===== src/rtl/ex_div_pkg.sv =====
// Shared definitions for the EX-stage divider: FSM state encodings,
// ready/start levels and the operand width.
package ex_div_pkg;

    localparam int DATA_W = 32;

    typedef enum logic [1:0] {
        DivFree   = 2'b00,
        DivByZero = 2'b01,
        DivOn     = 2'b10,
        DivEnd    = 2'b11
    } div_state_e;

    localparam logic DivResultReady    = 1'b1;
    localparam logic DivResultNotReady = 1'b0;
    localparam logic DivStart          = 1'b1;
    localparam logic DivStop           = 1'b0;

    // Number of restoring iterations for a full-width quotient
    localparam logic [5:0] DivSteps = 6'd32;

endpackage


===== src/rtl/div_step.sv =====
// One restoring-division iteration. The 65-bit partial holds the running
// remainder in the upper bits and the dividend/quotient bits in [31:0].
// A left shift exposes the next dividend bit; the upper 33 bits of the
// shifted value are trial-subtracted against the zero-extended divisor.
module div_step
    import ex_div_pkg::*;
(
    input  logic [2*DATA_W:0]  part,
    input  logic [DATA_W-1:0]  divisor,
    output logic [2*DATA_W:0]  part_next
);

    logic [DATA_W+1:0] diff;
    logic              ge;
    logic [DATA_W:0]   upper_new;

    // Trial subtraction on the shifted upper bits; the borrow bit decides
    always_comb begin
        diff      = part[2*DATA_W:DATA_W-1] - {2'b00, divisor};
        ge        = ~diff[DATA_W+1];
        upper_new = ge ? diff[DATA_W:0] : part[2*DATA_W-1:DATA_W-1];
        part_next = {upper_new, part[DATA_W-2:0], ge};
    end

endmodule


===== src/rtl/ex_div.sv =====
// Multi-cycle 32-bit restoring divider for the EX stage. Holds the
// pipeline via stallreq until the result is ready, then keeps the result
// stable for as long as start stays high.
module ex_div
    import ex_div_pkg::*;
(
    input  logic                clk,
    input  logic                rst,
    input  logic                signed_div,
    input  logic [DATA_W-1:0]   opdata1,
    input  logic [DATA_W-1:0]   opdata2,
    input  logic                start,
    input  logic                annul,
    output logic [2*DATA_W-1:0] result,
    output logic                ready,
    output logic                stallreq
);

    div_state_e          state;
    div_state_e          state_nxt;
    logic [5:0]          cnt;
    logic [2*DATA_W:0]   part;
    logic [2*DATA_W:0]   part_step;
    logic [DATA_W-1:0]   divisor;
    logic                neg_dvd;
    logic                neg_dvs;
    logic [2*DATA_W-1:0] result_q;
    logic                accept;

    function automatic logic [DATA_W-1:0] negate(input logic [DATA_W-1:0] v);
        return ~v + {{(DATA_W-1){1'b0}}, 1'b1};
    endfunction

    // Magnitude of a two's complement operand; -2^31 maps to 32'h8000_0000,
    // which is still correct when read as unsigned.
    function automatic logic [DATA_W-1:0] magnitude(input logic [DATA_W-1:0] v,
                                                    input logic            is_signed);
        logic signed [DATA_W-1:0] sv;
        sv = v;
        return (is_signed && (sv < 0)) ? negate(v) : v;
    endfunction

    div_step u_step (
        .part      (part),
        .divisor   (divisor),
        .part_next (part_step)
    );

    assign accept = (start == DivStart) && !annul;

    // State register
    always_ff @(posedge clk or negedge rst) begin
        if (!rst) state <= DivFree;
        else      state <= state_nxt;
    end

    // Next-state logic
    always_comb begin
        state_nxt = state;
        case (state)
            DivFree: begin
                if (accept) state_nxt = (opdata2 == '0) ? DivByZero : DivOn;
            end
            DivByZero: state_nxt = DivEnd;
            DivOn: begin
                if (annul)                 state_nxt = DivFree;
                else if (cnt == DivSteps)  state_nxt = DivEnd;
            end
            DivEnd: begin
                if (start == DivStop) state_nxt = DivFree;
            end
            default: state_nxt = DivFree;
        endcase
    end

    // Outputs: ready only in END, result gated to zero elsewhere
    always_comb begin
        ready    = (state == DivEnd) ? DivResultReady : DivResultNotReady;
        result   = ready ? result_q : '0;
        stallreq = start & ~ready;
    end

    // Operand capture, iteration and result registration
    always_ff @(posedge clk or negedge rst) begin
        if (!rst) begin
            cnt      <= '0;
            part     <= '0;
            divisor  <= '0;
            neg_dvd  <= 1'b0;
            neg_dvs  <= 1'b0;
            result_q <= '0;
        end else begin
            case (state)
                DivFree: begin
                    result_q <= '0;
                    if (accept && (opdata2 != '0)) begin
                        part    <= {{(DATA_W+1){1'b0}}, magnitude(opdata1, signed_div)};
                        divisor <= magnitude(opdata2, signed_div);
                        neg_dvd <= signed_div & opdata1[DATA_W-1];
                        neg_dvs <= signed_div & opdata2[DATA_W-1];
                        cnt     <= '0;
                    end
                end
                DivByZero: result_q <= '0;
                DivOn: begin
                    if (!annul) begin
                        if (cnt != DivSteps) begin
                            part <= part_step;
                            cnt  <= cnt + 6'd1;
                        end else begin
                            result_q[2*DATA_W-1:DATA_W] <= neg_dvd ? negate(part[2*DATA_W-1:DATA_W])
                                                                   : part[2*DATA_W-1:DATA_W];
                            result_q[DATA_W-1:0]        <= (neg_dvd ^ neg_dvs) ? negate(part[DATA_W-1:0])
                                                                               : part[DATA_W-1:0];
                        end
                    end
                end
                DivEnd: begin
                    if (start == DivStop) result_q <= '0;
                end
                default: result_q <= '0;
            endcase
        end
    end

endmodule

===== config.mk =====
export PLATFORM = sky130hd
export DESIGN_NAME = ex_div
export DESIGN_NICKNAME = d
export VERILOG_FILES = /design/src/rtl/ex_div_pkg.sv /design/src/rtl/div_step.sv /design/src/rtl/ex_div.sv
export SDC_FILE = /design/constraint.sdc
export NUM_CORES = 1
export LEC_CHECK = 0
export ABC_AREA = 1
export ABC_CLOCK_PERIOD_IN_PS = 2530
export CORE_MARGIN = 2
export CORE_UTILIZATION = 59
export DETAILED_ROUTE_END_ITERATION = 10
export GPL_TIMING_DRIVEN = 0
export PLACE_DENSITY_LB_ADDON = 0.25
export SLEW_MARGIN = 20
export SYNTH_ARGS = -nofsm -noshare
export SYNTH_HDL_FRONTEND = slang
export SYNTH_SLANG_ARGS = --single-unit

===== constraint.sdc =====
create_clock -name clk -period 2.53 [get_ports clk]
set_input_delay 0.3795 -clock clk [delete_from_list [all_inputs] [get_ports clk]]
set_output_delay 0.3795 -clock clk [all_outputs]
set_load 0.05 [all_outputs]

Word-level counts from Yosys, hierarchy flattened
Index checks and enable logic that the tools add are counted.

word-level totals
  register bits = 171
  input port bits = 69
  word-level logic and storage cells = 76

cells by class
  $add $sub $neg = 6
  order comparisons = 2
  eq/ne operators = 12
  muxes and demuxes = 25
  bitwise gates (word level) = 10
  reductions and logical operators = 14

operators with widths
  kind                                                                    number
  64-bit two-way mux                                                      4
  65-bit two-way mux                                                      3
  64-bit one-hot mux with 3 select lines                                  1
  65-bit one-hot mux with 2 select lines                                  1
  32-bit by 1-bit adder with 32-bit output (second input constant)        4
  32-bit two-way mux                                                      4
  32-bit inverter                                                         4
  32-bit by 1-bit < comparator with 1-bit output (second input constant)  2
  34-bit by 32-bit subtractor with 34-bit output                          1
  33-bit two-way mux                                                      1
  32-bit logical NOT                                                      1
  32-bit nonzero test                                                     1
  6-bit two-way mux                                                       3
  2-bit inequality test (second input constant)                           6
  6-bit one-hot mux with 2 select lines                                   1
  2-bit two-way mux                                                       5
  2-bit one-hot mux with 4 select lines                                   1
  6-bit by 1-bit adder with 6-bit output (second input constant)          1
  6-bit == test (second input constant)                                   1
  6-bit inequality test (second input constant)                           1
  3-bit AND reduction                                                     2
  2-bit == test (second input constant)                                   2
  1-bit logical AND                                                       4
  4-bit AND reduction                                                     1
  11 further kinds                                                        14

Depth between registers and ports, before layout
  depth after elaboration = 6
  depth in mapped cells = 18

By module
Synthesis repeated with hierarchy kept, for this count alone.

second synthesis, totals
  cells, all modules = 2431
  area, all modules = 14586.5 um^2

modules (own cells, without submodules)
  module    times used  cells an instance  area each (um^2)  seq. area each (um^2)
  ex_div    1           1678               10901.7           4279.1
  div_step  1           753                3684.8            0.0

Worst setup path before layout
OpenSTA, ideal clock, no wires.

  kind = reg-to-output
  from = register state[0]
  to = output port stallreq
  arrival = 1.785 ns
  path slack = 0.366 ns
  stages on the path, launching flop included = 5
  path buffers = 1
  cells stage by stage = dfrtp_1 nand2_1 clkbuf_1 inv_1 nor2_1

between the ends
  word-level cells in the longest chain between the ends = 4

RTL lines
  item                      line          source
  start: declaration        ex_div.sv:19  div_state_e state;
  start signal: assignment  ex_div.sv:53  if (!rst) state <= DivFree;
  start signal: assignment  ex_div.sv:54  else state <= state_nxt;
  2-bit == test             ex_div.sv:78  ready = (state == DivEnd) ? DivResultReady : DivResultNotReady;
  1-bit two-way mux         ex_div.sv:78
  via ready                 ex_div.sv:15  output logic ready,
  1-bit inverter            ex_div.sv:80  stallreq = start & ~ready;
  1-bit bitwise AND         ex_div.sv:80
  end: declaration          ex_div.sv:16  output logic stallreq

The timed path passes the listed nets, and every way through them passes these cells.

Final worst setup path
  from = register state[0]
  to = output port result[57]

between the ends
  word-level cells in the longest chain between the ends = 3

RTL lines
  item                line          source
  2-bit == test       ex_div.sv:78
  1-bit two-way mux   ex_div.sv:78
  64-bit two-way mux  ex_div.sv:79  result = ready ? result_q : '0;
  end: declaration    ex_div.sv:14  output logic [2*DATA_W-1:0] result,

No other way between the ends.

==> run summary <==
CP Launch Type - register
DRC errors left - 0
Most common flop cell mapped by yosys - dfrtp_1
Post-synth EDFFs - 0
Share of cells above drive strength 1 - 10.18%
Synth top area share - 32.67%
Die width - 153.0 um
Vias in the first global route - 12,460
Reg2reg start - part[50]$_DFFE_PN0P_
H-tree Lvls - 4
Drt wl/cell - 16.20 um
Tot GR Track Use - 33.94%
Simple-gate portion of the synthesized area - 33.35%
Cell taking the most area after synthesis - dfrtp_1
1st-pass router iterations - 6
Clk_skew - 0.01199 ns
Antenna-violating nets left - 0
WP data arrival - 2.07 ns
Worst skew pair latency - 0.45 ns
I/O pins - 135
Dpl hpwl - 31,520 um
Crit end category - primary output
Area Growth Syn to Fin - 19.58%
Buf/Inv on CP - 3
Starting Density - 60.01%
Top post-synthesis cells by area - dfrtp_1 33%, nand2_1 15%, inv_1 8.5%, nor2_1 7.3%, o21ai_0 6.3%
Mapped Cells - 2,011
Synth Area in XOR/XNOR - 4.280%
Post-DP Area - 14,820 sq um
TritonCTS Sinks - 171
Initial antenna violation count - 0
Via density - 5.641
Setup_tns - 0 ns
Placed Cells - 2,426
Largest net degree at the start of global routing - 91
Synth Area per Inst - 6.512 sq um
Final Worst Setup Slack - 0.08047 ns
Pre-CTS WS - -0.3876 ns
Clk slew on worst S/H paths - 0.08 ns
Adder-Cell Fraction of Synth Area - 3.783%
Sequential-to-total area share from yosys stat - 32.67%
Clock buffer depth - 2
Final Hold Viols - 0
Root Buffer - clkbuf_16
Drt initial violations - 1,408
Final setup viols - 0
Power, Total - 22.32 mW
Largest stage delay, worst path - 0.42 ns
Synth unique cells - 50
Family with the most delay on the worst path - buffers and inverters
Crit path cell chain - nand2_1 -> buf_6 -> clkbuf_2 -> nor2_1 -> clkdlybuf4s15_2
Post-route clock period utilization - 96.82%
Max Cap Viol - 0
Core ar. - 21,820 sq um
Combinational family with the most area after synthesis - simple AND/OR/NAND/NOR gates
Crit Path Category - register to primary output
Vias - 13,880
Mux cell area share after synthesis - 0%
Synth Net Count - 2,119
CP max stage cell - dfrtp_1
Max VDD drop - 551.3 uV
Achievable Freq - 408.2 MHz
Asr flop ratio synth - 100.0%
Slew headroom - 54.79%
Number of synthesized register bits - 171
Worst Hold Class - primary input to async pin
TritonCTS clock tree - yes
Post-layout net count - 2,275
Final WL - 39,850 um
CTS Buf Count - 17
Synth cell count leaders - 521 x nand2_1, 295 x inv_1, 254 x nor2_1
Count leader, synth - nand2_1
GRT Residual Overflow - 0
Ant diodes - 0
Power Dens Cells - 1425 nW/um^2
Crit. Startpoint - state[0]$_DFFE_PN0P_
First-pass GRT wire length - 64,140 um
Worst-path fanout max - 10
Non-Filler Instances - 2,460
RD Place Congestion - 0.9743
Leak - 7.563 nW
DIE AREA - 23,400 sq um
Cell area after layout - 15,660 sq um
Fin. max-slew vios - 0
Tmin final - 2.450 ns
RSZ-0062 raised after global routing - true
Die H - 153.0 um
Row cnt - 54
Synthesized cell area - 13,100 sq um
Yosys warns - 0
I/O Buffers - 134
Compound-cell area share of the yosys netlist - 14.45%
CP Data Required Time - 2.15 ns
Worst Max-Slew Pin Slew - 0.6782 ns
Status - finished, final reports clean
-- metrics by stage --
stage / utilization, % / hold slack, ns
final: 71.76 / 0.4739
after CTS: 71.06 / 0.4876
after floorplan: - / 0.08391
after global routing: 71.76 / 0.5142
after global placement: 67.76 / 0.4650
after detailed placement: 67.91 / 0.3908
-- timing repair --
| action | CTS | global route |
|---|---|---|
| setup endpoints to repair | 66 | 109 |
| hold buffers | 1 | 0 |
| cloned | 0 | 0 |
| endpoints found under the hold margin | 81 | 0 |
| resized for setup | 174 | 45 |
| setup buffers | 0 | 1 |
-- layout by cell type (no fill, tap or decap), types with 8 or more instances in the layout --
cell | netlist | final
o21ai_0 | 166 | 166
nor3_1 | 36 | 35
nand2_1 | 521 | 519
clkdlybuf4s15_2 | 0 | 45
ha_1 | 38 | 27
clkdlybuf4s50_1 | 0 | 67
nand2_2 | 36 | 38
dlygate4sd2_1 | 0 | 13
o22ai_1 | 43 | 43
clkbuf_16 | 0 | 17
nand4_1 | 21 | 21
o21bai_1 | 10 | 9
o31ai_1 | 8 | 8
buf_2 | 21 | 22
inv_1 | 295 | 295
o211ai_1 | 12 | 12
o21ai_1 | 14 | 14
clkbuf_1 | 29 | 23
a21oi_1 | 67 | 66
nor2_1 | 254 | 250
nor4_1 | 8 | 8
xor2_1 | 37 | 37
xnor2_1 | 27 | 26
nand3_1 | 122 | 121
dfrtp_1 | 171 | 164
-- routing by layer --
| metal | vias up | track usage [%] | share of wire (%) | routed length (um) |
|---|---|---|---|---|
| met4 | 0 | 7.937 | 1.5 | 602 |
| met3 | 57 | 5.642 | 11 | 4253 |
| met5 | - | 0 | 0 | 0 |
| li1 | 6748 | - | - | - |
| met1 | 6354 | 52.37 | 46 | 18330 |
| met2 | 719 | 49.86 | 42 | 16670 |
-- logic make-up after synthesis --
group           count (synthesis)
xor+xnor                       64
simple gates                 1029
buf+inv                       367
flops                         171
fa+ha+maj                      39
compound gates                341
-- report_power, final --
group          internal (mW)  switching [mW]
combinational           4.88            9.62
sequential              3.91            1.14
clock                   1.43            1.33
total                   10.2            12.1
-- path summary, 6_finish.rpt --
check                                                to  depth (start not counted)  slack [ns]
worst max-delay path                         result[57]                          5        0.08
worst min-delay path            result_q[6]$_DFFE_PN0P_                          2        0.47
worst max register to register     part[64]$_DFFE_PN0P_                         12        0.12
worst min register to register   divisor[9]$_DFFE_PN0P_                          2        0.49
max in group asynchronous          part[37]$_DFFE_PN0P_                          3        1.16
min in group clk                 divisor[9]$_DFFE_PN0P_                          2        0.49
-- state kept, by name, indices dropped and copies added, names as in the netlist --
register  count
part         65
result_q     64
state         2
neg_dvd       1
divisor      32
neg_dvs       1
cnt           6
-- layout make-up --
class	instances	area, sq um
timing repair buffer	137	1426
buffer	64	379.1
sequential	171	4288
multi-input combinational	1473	7455
tap	280	350.3
clock inverter	15	198.9
inverter	303	1137
fill	1907	6163
clock buffer	17	425.4
-- worst reg2reg max path: stages (launching register included) --
cell	delay, ns
dfrtp_1	0.51
ha_1	0.46
nand2_1	0.14
nor2_1	0.17
inv_1	0.08
nor3_1	0.31
nand3_1	0.22
nand2_1	0.12
nand2_1	0.05
nand2_1	0.06
nand2_2	0.04
nand3_1	0.07
nand2_1	0.06
Power figures use the tool's default switching activity.
